$ cat src/rtl/register_file_mp.sv
// Two-read / two-write register file with PC read override and a per-register load scoreboard.
// Define REGFILE_BYPASS_EN to forward same-cycle writes to the read ports.
module register_file_mp #(
  parameter int DATA_W    = 32,
  parameter int NREGS     = 16,
  parameter int ADDR_W    = 4,
  parameter int PC_REG    = 15,
  parameter int PC_OFFSET = 8
) (
  input  logic              clk,
  input  logic              rst,
  input  logic [ADDR_W-1:0] A1,
  input  logic [ADDR_W-1:0] A2,
  output logic [DATA_W-1:0] RD1,
  output logic [DATA_W-1:0] RD2,
  input  logic [ADDR_W-1:0] A3,
  input  logic [DATA_W-1:0] WD3,
  input  logic              WE3,
  input  logic [ADDR_W-1:0] A4,
  input  logic [DATA_W-1:0] WD4,
  input  logic              WE4,
  input  logic [DATA_W-1:0] R15,
  input  logic              SB_SET,
  input  logic [ADDR_W-1:0] SB_A,
  output logic              BUSY1,
  output logic              BUSY2,
  output logic              STALL,
  output logic              COLLIDE
);

  localparam logic [ADDR_W-1:0] PC_ADDR = ADDR_W'(PC_REG);

  logic [DATA_W-1:0] regs_q [NREGS];
  logic [NREGS-1:0]  pending_q;
  logic [DATA_W-1:0] pc_value;
  logic              collide_reg;

  assign pc_value = R15 + DATA_W'(PC_OFFSET);

  // One storage element and one pending bit per architectural register.
  for (genvar gi = 0; gi < NREGS; gi++) begin : g_reg
    localparam logic [ADDR_W-1:0] IDX = ADDR_W'(gi);
    localparam bit WRITABLE = (gi != PC_REG);

    logic [DATA_W-1:0] value_reg;
    logic              pending_reg;

    always_ff @(posedge clk) begin
      if (rst) begin
        value_reg <= '0;
      end else if (WRITABLE) begin
        // ALU port wins a same-address collision.
        if (WE3 && (A3 == IDX)) begin
          value_reg <= WD3;
        end else if (WE4 && (A4 == IDX)) begin
          value_reg <= WD4;
        end
      end
    end

    always_ff @(posedge clk) begin
      if (rst) begin
        pending_reg <= 1'b0;
      end else if (WRITABLE && SB_SET && (SB_A == IDX)) begin
        pending_reg <= 1'b1;
      end else if (WE4 && (A4 == IDX)) begin
        pending_reg <= 1'b0;
      end
    end

    assign regs_q[gi]    = value_reg;
    assign pending_q[gi] = pending_reg;
  end

  always_ff @(posedge clk) begin
    if (rst) begin
      collide_reg <= 1'b0;
    end else begin
      collide_reg <= WE3 && WE4 && (A3 == A4);
    end
  end

  for (genvar gi = 0; gi < 2; gi++) begin : g_rd
    logic [ADDR_W-1:0] addr;
    logic [DATA_W-1:0] rd_data;
    logic              busy;

    assign addr = (gi == 0) ? A1 : A2;

    always_comb begin
      rd_data = '0;
      busy    = 1'b0;
      for (int i = 0; i < NREGS; i++) begin
        if (addr == ADDR_W'(i)) begin
          rd_data = regs_q[i];
          busy    = pending_q[i];
        end
      end
`ifdef REGFILE_BYPASS_EN
      if ((addr != PC_ADDR) && ({1'b0, addr} < (ADDR_W + 1)'(NREGS))) begin
        if (WE3 && (A3 == addr)) begin
          rd_data = WD3;
        end else if (WE4 && (A4 == addr)) begin
          rd_data = WD4;
        end
        // A load landing this cycle is already forwarded, so its consumer need not wait.
        if (WE4 && (A4 == addr)) begin
          busy = 1'b0;
        end
      end
`endif
      if (addr == PC_ADDR) begin
        rd_data = pc_value;
        busy    = 1'b0;
      end
    end
  end

  assign RD1     = g_rd[0].rd_data;
  assign RD2     = g_rd[1].rd_data;
  assign BUSY1   = g_rd[0].busy;
  assign BUSY2   = g_rd[1].busy;
  assign STALL   = g_rd[0].busy | g_rd[1].busy;
  assign COLLIDE = collide_reg;

endmodule

$ cat config.mk
export PLATFORM = sky130hd
export DESIGN_NAME = register_file_mp
export DESIGN_NICKNAME = d
export VERILOG_FILES = /design/src/rtl/register_file_mp.sv
export SDC_FILE = /design/constraint.sdc
export NUM_CORES = 2
export LEC_CHECK = 0
export CAP_MARGIN = 15
export CORE_ASPECT_RATIO = 1.2
export CORE_MARGIN = 3
export CORE_UTILIZATION = 25
export CTS_CLUSTER_DIAMETER = 100
export CTS_CLUSTER_SIZE = 10
export DETAILED_ROUTE_END_ITERATION = 16
export GPL_ROUTABILITY_DRIVEN = 1
export PLACE_DENSITY = 0.5
export SETUP_SLACK_MARGIN = 0.15
export SYNTH_ARGS = -nofsm -noshare
export SYNTH_HDL_FRONTEND = slang
export SYNTH_SLANG_ARGS = --single-unit
$ cat constraint.sdc
create_clock -name clk -period 1.7 [get_ports clk]
set_input_delay 0.17 -clock clk [delete_from_list [all_inputs] [get_ports clk]]
set_output_delay 0.17 -clock clk [all_outputs]
set_load 0.02 [all_outputs]
## Word level (Yosys, flattened, before mapping)

Cells that the tools add are included.
Widths: inputs -> output; s select.

| storage, ports and cells | value |
|---|---|
| output and inout bits | 68 |
| input bits | 121 |
| logic and storage cells | 312 |
| register bits after elaboration | 496 |

| operators by class | value |
|---|---|
| bitwise logic cells | 1 |
| reductions and logical operators | 82 |
| muxes and demuxes | 124 |
| add/subtract/negate cells | 1 |
| eq/ne operators | 73 |

Operators by type and width:

| operator | number |
|---|---|
| $mux 32 | 62 |
| $eq 4x4->1 const B | 37 |
| $eq 4x3->1 const B | 20 |
| $mux 1 | 62 |
| $reduce_bool 2->1 | 30 |
| $logic_and 1x1->1 | 47 |
| $eq 4x2->1 const B | 10 |
| $add 32x4->32 const B | 1 |
| $eq 4x1->1 const B | 5 |
| $logic_not 4->1 | 5 |
| $eq 4x4->1 | 1 |
| $or 1x1->1 | 1 |

## Longest topological paths before layout

| logic depth | value |
|---|---|
| depth after elaboration | 18 |
| mapped depth | 10 |
| gate-level depth less buffers | 7 |

## Worst setup path before layout

No wires, ideal clock.

| timing path | value |
|---|---|
| path kind | input to output |
| from | input A1[2] |
| to | output RD1[24] |
| required time | 1530 ps |
| path slack | -236 ps |
| arrival time | 1766 ps |
| path buffers | 3 |
| stages | 8 |
| cells stage by stage | buf_4 buf_4 nor3b_1 buf_2 a32oi_1 a21oi_1 nor4_1 a211oi_1 |

| on the way | value |
|---|---|
| longest elaborated chain between the ends | 17 |
| elaborated cells between the ends (all ways) | 32 |
| classes of those cells | 15 x eq/ne; 16 x mux; 1 x reduce/logical |

RTL lines:

| element | RTL line | RTL |
|---|---|---|
| start: declaration | 12 | `input logic [ADDR_W-1:0] A1,` |
| $logic_not 4->1 | 94 | `if (addr == ADDR_W'(i)) begin` |
| $mux 32 (15 in series) | 94 |  |
| $mux 32 (*) | 112 | `if (addr == PC_ADDR) begin` |
| end: declaration | 14 | `output logic [DATA_W-1:0] RD1,` |

Every way passes the cells marked *; elsewhere a longest branch is shown, timed or not.

## Final worst setup path

| timing path | value |
|---|---|
| from | register g_reg[4].value_reg[15] |
| to | output RD2[15] |

| on the way | value |
|---|---|
| longest elaborated chain between the ends | 12 |

RTL lines:

| element | RTL line | RTL |
|---|---|---|
| start: declaration | 45 | `logic [DATA_W-1:0] value_reg;` |
| start signal: assignment | 50 | `value_reg <= '0;` |
| start signal: assignment | 54 | `value_reg <= WD3;` |
| start signal: assignment | 56 | `value_reg <= WD4;` |
| $mux 32 (11 in series) | 94 |  |
| $mux 32 | 112 |  |
| end: declaration | 15 | `output logic [DATA_W-1:0] RD2,` |

Every way passes these cells.

==> impl_metrics.csv <==
group,metric,value,unit
detailed_routing,drt.antenna.violating_nets,0,
detailed_routing,dr.first_iter.drc_count,4818,
synthesis,count_of_unique_library_cells_instantiated_by_yosys,80,
hold_path,hp-class,"in -> reg",
sta,rsz_0062_raised_after_global_routing,"true",
pwr,ir_worst_vdd,745.1,uV
synthesis,syn_nets,4064,
detailed_routing,routed_length_per_placed_instance,31.05,um
hold_path,worstHoldPathCells,4,
global_route,grt_pass1_wl,279800,um
placed_design,finalWeightedCongestion,1.004,
placed_design,detailed_placement_hpwl,146600,um
floorplan,number_of_placement_rows,144,
detailed_routing,detailedRoute.firstPassIterationCount,5,
sta,timing_hold_violations_final,1,
final_layout,syn_to_final_growth,47.87,%
pwr,pwr-share-seq,38.7,%
global_route,number_of_antenna_violations_at_the_first_check_in_global_routing,6,
clocking,htree_levels,2,
clocking,cts_made_buffers,55,
floorplan,die_area,134700,sq um
setup_path,timing.setup.critical_path_class,"reg -> out",
floorplan,ios,189,
floorplan,die_x,335.6,um
sta,final_critical_path_required_period,2623,ps
setup_path,timing.critical_path.buf_inv,2,
clocking,cts_root_buffer,"clkbuf_16",
sta,worst_slew_margin_rel,49.01,%
setup_path,critPathMaxStageDelay,310,ps
sta,setup_ws,-923.4,ps
flow_run,maxCapViolCount,0,
pwr,power.switching,10.52,mW
floorplan,floorplan.core_area,129000,sq um
final_layout,finish.net_count,4895,
pwr,power.combinational.fraction,26.1,%
pwr,power.total,31.80,mW
setup_path,endpoint_kind,"output pin",
clocking,cts_tree,"built",
clocking,worstSkewPairLatency,640,ps
final_layout,post_route_cells_drive_above_1_share,36.62,%
sta,final_worst_path_period_share,154.3,%
sta,fmax,381.2,MHz
detailed_routing,viasPerCell,5.856,
status,violations_in_the_final_reports,"hold timing, setup timing",
clocking,clkSlewWorstSetupHoldPaths,60,ps
placed_design,numPortBuffers,188,
detailed_routing,wirelength,200500,um
synthesis,synth_sequential_area_ratio,30.47,%
final_layout,multi_input_area,22620,sq um
setup_path,reg2reg_depth,5,
pwr,power_density,659.9,nW/um^2
global_route,globalRoute.totalOverflow,0,
pwr,proportion_of_total_power_due_to_net_switching,33.07,%
synthesis,synthesis.yosys.warnings,0,
sta,fin_setup_tns,-43250,ps
setup_path,critical-path-top-delay-family,"compound AO/OA/AOI/OAI gates",
pwr,leakage,19.41,nW
status,run_status,"finished with violations",
final_layout,largest_register_ff_count,480,
synthesis,synth.ff_latch_count,496,
final_layout,filler_cell_count,13078,
synthesis,synth.cell_area,32590,sq um
synthesis,synthCells,3942,
pwr,clock_power_share,35.2,%
synthesis,dominantRegCellSynth,"dfxtp_1",
detailed_routing,via_count,37811,
setup_path,timing.critical_path.required,1530,ps
sta,fin_worst_skew,0,ps
sta,holdWs,-2.701,ps
final_layout,final_util,37.35,%
global_route,globalRouteTotalUtil,28.52,%
synthesis,proportion_of_register_bits_with_asynchronous_set_or_reset_after_synthesis,0,%
final_layout,regArea,10090,sq um
floorplan,initial_core_util,25.26,%
setup_path,cp.depth,7,
detailed_routing,detail_route.drc_violations,0,
setup_path,crit_path_start_kind,"flip-flop",
synthesis,synth.avg_cell_area,8.267,sq um
pwr,internal_power,21.28,mW
clocking,clkSinkCount,496,
sta,timing.final.max_slew_violations,0,
global_route,pin_count_of_the_biggest_net_entering_global_routing,75,
setup_path,crit_path_top_delay_cell,"dfxtp_1",
global_route,grt_pass1_vias,36589,
synthesis,synth-edff-count,0,
floorplan,die-height,401.5,um
sta,setup-violations-final,67,
setup_path,arrival,2450,ps
clocking,clk_path_buf_depth,3,
sta,tightestPinTransition,764.9,ps
setup_path,worstPathCellList,"buf_4 -> a22o_1 -> a22o_1 -> a211o_1 -> o211ai_1 -> a32oi_2 -> buf_4",
setup_path,cp_max_fo,2,
## layout by cell type (no fill, tap or decap), types with 122 or more instances in the layout
cell type / Yosys / final
a211oi_1: 475 / 459
o21ai_0: 200 / 138
nand2_1: 217 / 178
buf_6: 21 / 122
dfxtp_1: 496 / 379
buf_4: 47 / 845
buf_12: 0 / 147
mux2i_1: 547 / 537
nor2_1: 602 / 581
a21oi_1: 168 / 143
## what timing repair did
action	CTS	global route
buffers inserted	26	13
hold buffers	1	1
gates resized for setup	675	142
gates cloned	0	2
hold endpoints to repair	8	1
pin swaps	176	98
setup endpoints to repair	68	128
## path summary, 6_finish.rpt
path | from | to | slack, ps
min | WE4 | COLLIDE | -3
max reg2reg | g_reg[3].value_reg[12] | g_reg[3].value_reg[12] | 720
max | g_reg[4].value_reg[15] | RD2[15] | -920
min reg2reg | g_reg[4].value_reg[9] | g_reg[4].value_reg[9] | 500
## worst register-to-register path, stage by stage, from the launching register on
cell      delay [ps]
dfxtp_1          340
inv_1             60
buf_4            120
nor2_1            90
a21oi_1           50
a211oi_1         240
## kinds of logic (layout without fill, tap and decap cells)
| kind of cell | Yosys count | after routing | synth area share, % |
|---|---|---|---|
| DFF | 496 | 496 | 30.47 |
| muxes | 642 | 642 | 21.29 |
| and+or+nand+nor | 1047 | 1047 | 13.84 |
| xor gates and xnor gates | 31 | 31 | 0.8332 |
| buffers and inverters | 474 | 1308 | 6.903 |
| other | 0 | 2 | 0 |
| adders and majority gates | 1 | 1 | 0.03839 |
| AOI/OAI and AO/OA | 1251 | 1251 | 26.62 |
## Yosys cell counts (26+ instances only)
library cell | number | area (sq um)
a211oi_1 | 475 | 3566
a21oi_1 | 168 | 840.8
a22oi_1 | 64 | 480.5
a311oi_1 | 35 | 306.5
buf_2 | 108 | 540.5
buf_4 | 47 | 352.8
clkbuf_1 | 276 | 1036
dfxtp_1 | 496 | 9930
mux2_2 | 60 | 675.7
mux2i_1 | 547 | 5475
mux4_2 | 35 | 788.3
nand2_1 | 217 | 814.5
nand2b_1 | 27 | 168.9
nand3_1 | 71 | 355.3
nor2_1 | 602 | 2260
nor2b_1 | 26 | 162.7
o21ai_0 | 200 | 1001
o221ai_1 | 48 | 420.4
o22ai_1 | 66 | 412.9
## area by class of cell
| cell class | instances | share of cell area [%] |
|---|---|---|
| multi-input cells | 2972 | 46.95 |
| repair buffers | 1235 | 24.65 |
| flip-flops and latches | 496 | 20.93 |
| well taps | 1679 | 4.360 |
| clock buffers | 57 | 2.916 |
| inverters | 13 | 0.1194 |
| clock inverters | 3 | 0.06232 |
| diodes | 2 | 0.01039 |
## routing by layer
layer	track usage, %	vias to the layer above	part of all wire, %
li1	-	16369	-
met1	36.76	18369	40
met2	43.71	2379	43
met3	5.986	694	9.5
met4	16.88	0	7.6
met5	0	-	0
## stage by stage
stage	worst slack, ps	area, sq um	std cells
floorplan	-71.44	33630	3942
global placement	-1640	44510	6352
detailed placement	-1627	44510	6352
CTS	-927.1	47510	6439
global route	-967.1	48180	6456
finish	-923.4	48190	6457
## power by group through the flow
stage          registers (mW)  clock network [mW]  logic (mW)
3_3_place_gp             12.5                   0        7.57
4_1_cts                  12.3                11.3        7.96
3_5_place_dp             12.5                   0        7.57
6_report                 12.3                11.2        8.31
2_1_floorplan            12.5                   0        3.43
5_1_grt                  12.3                11.6        8.54
Power figures use the tool's default switching activity.
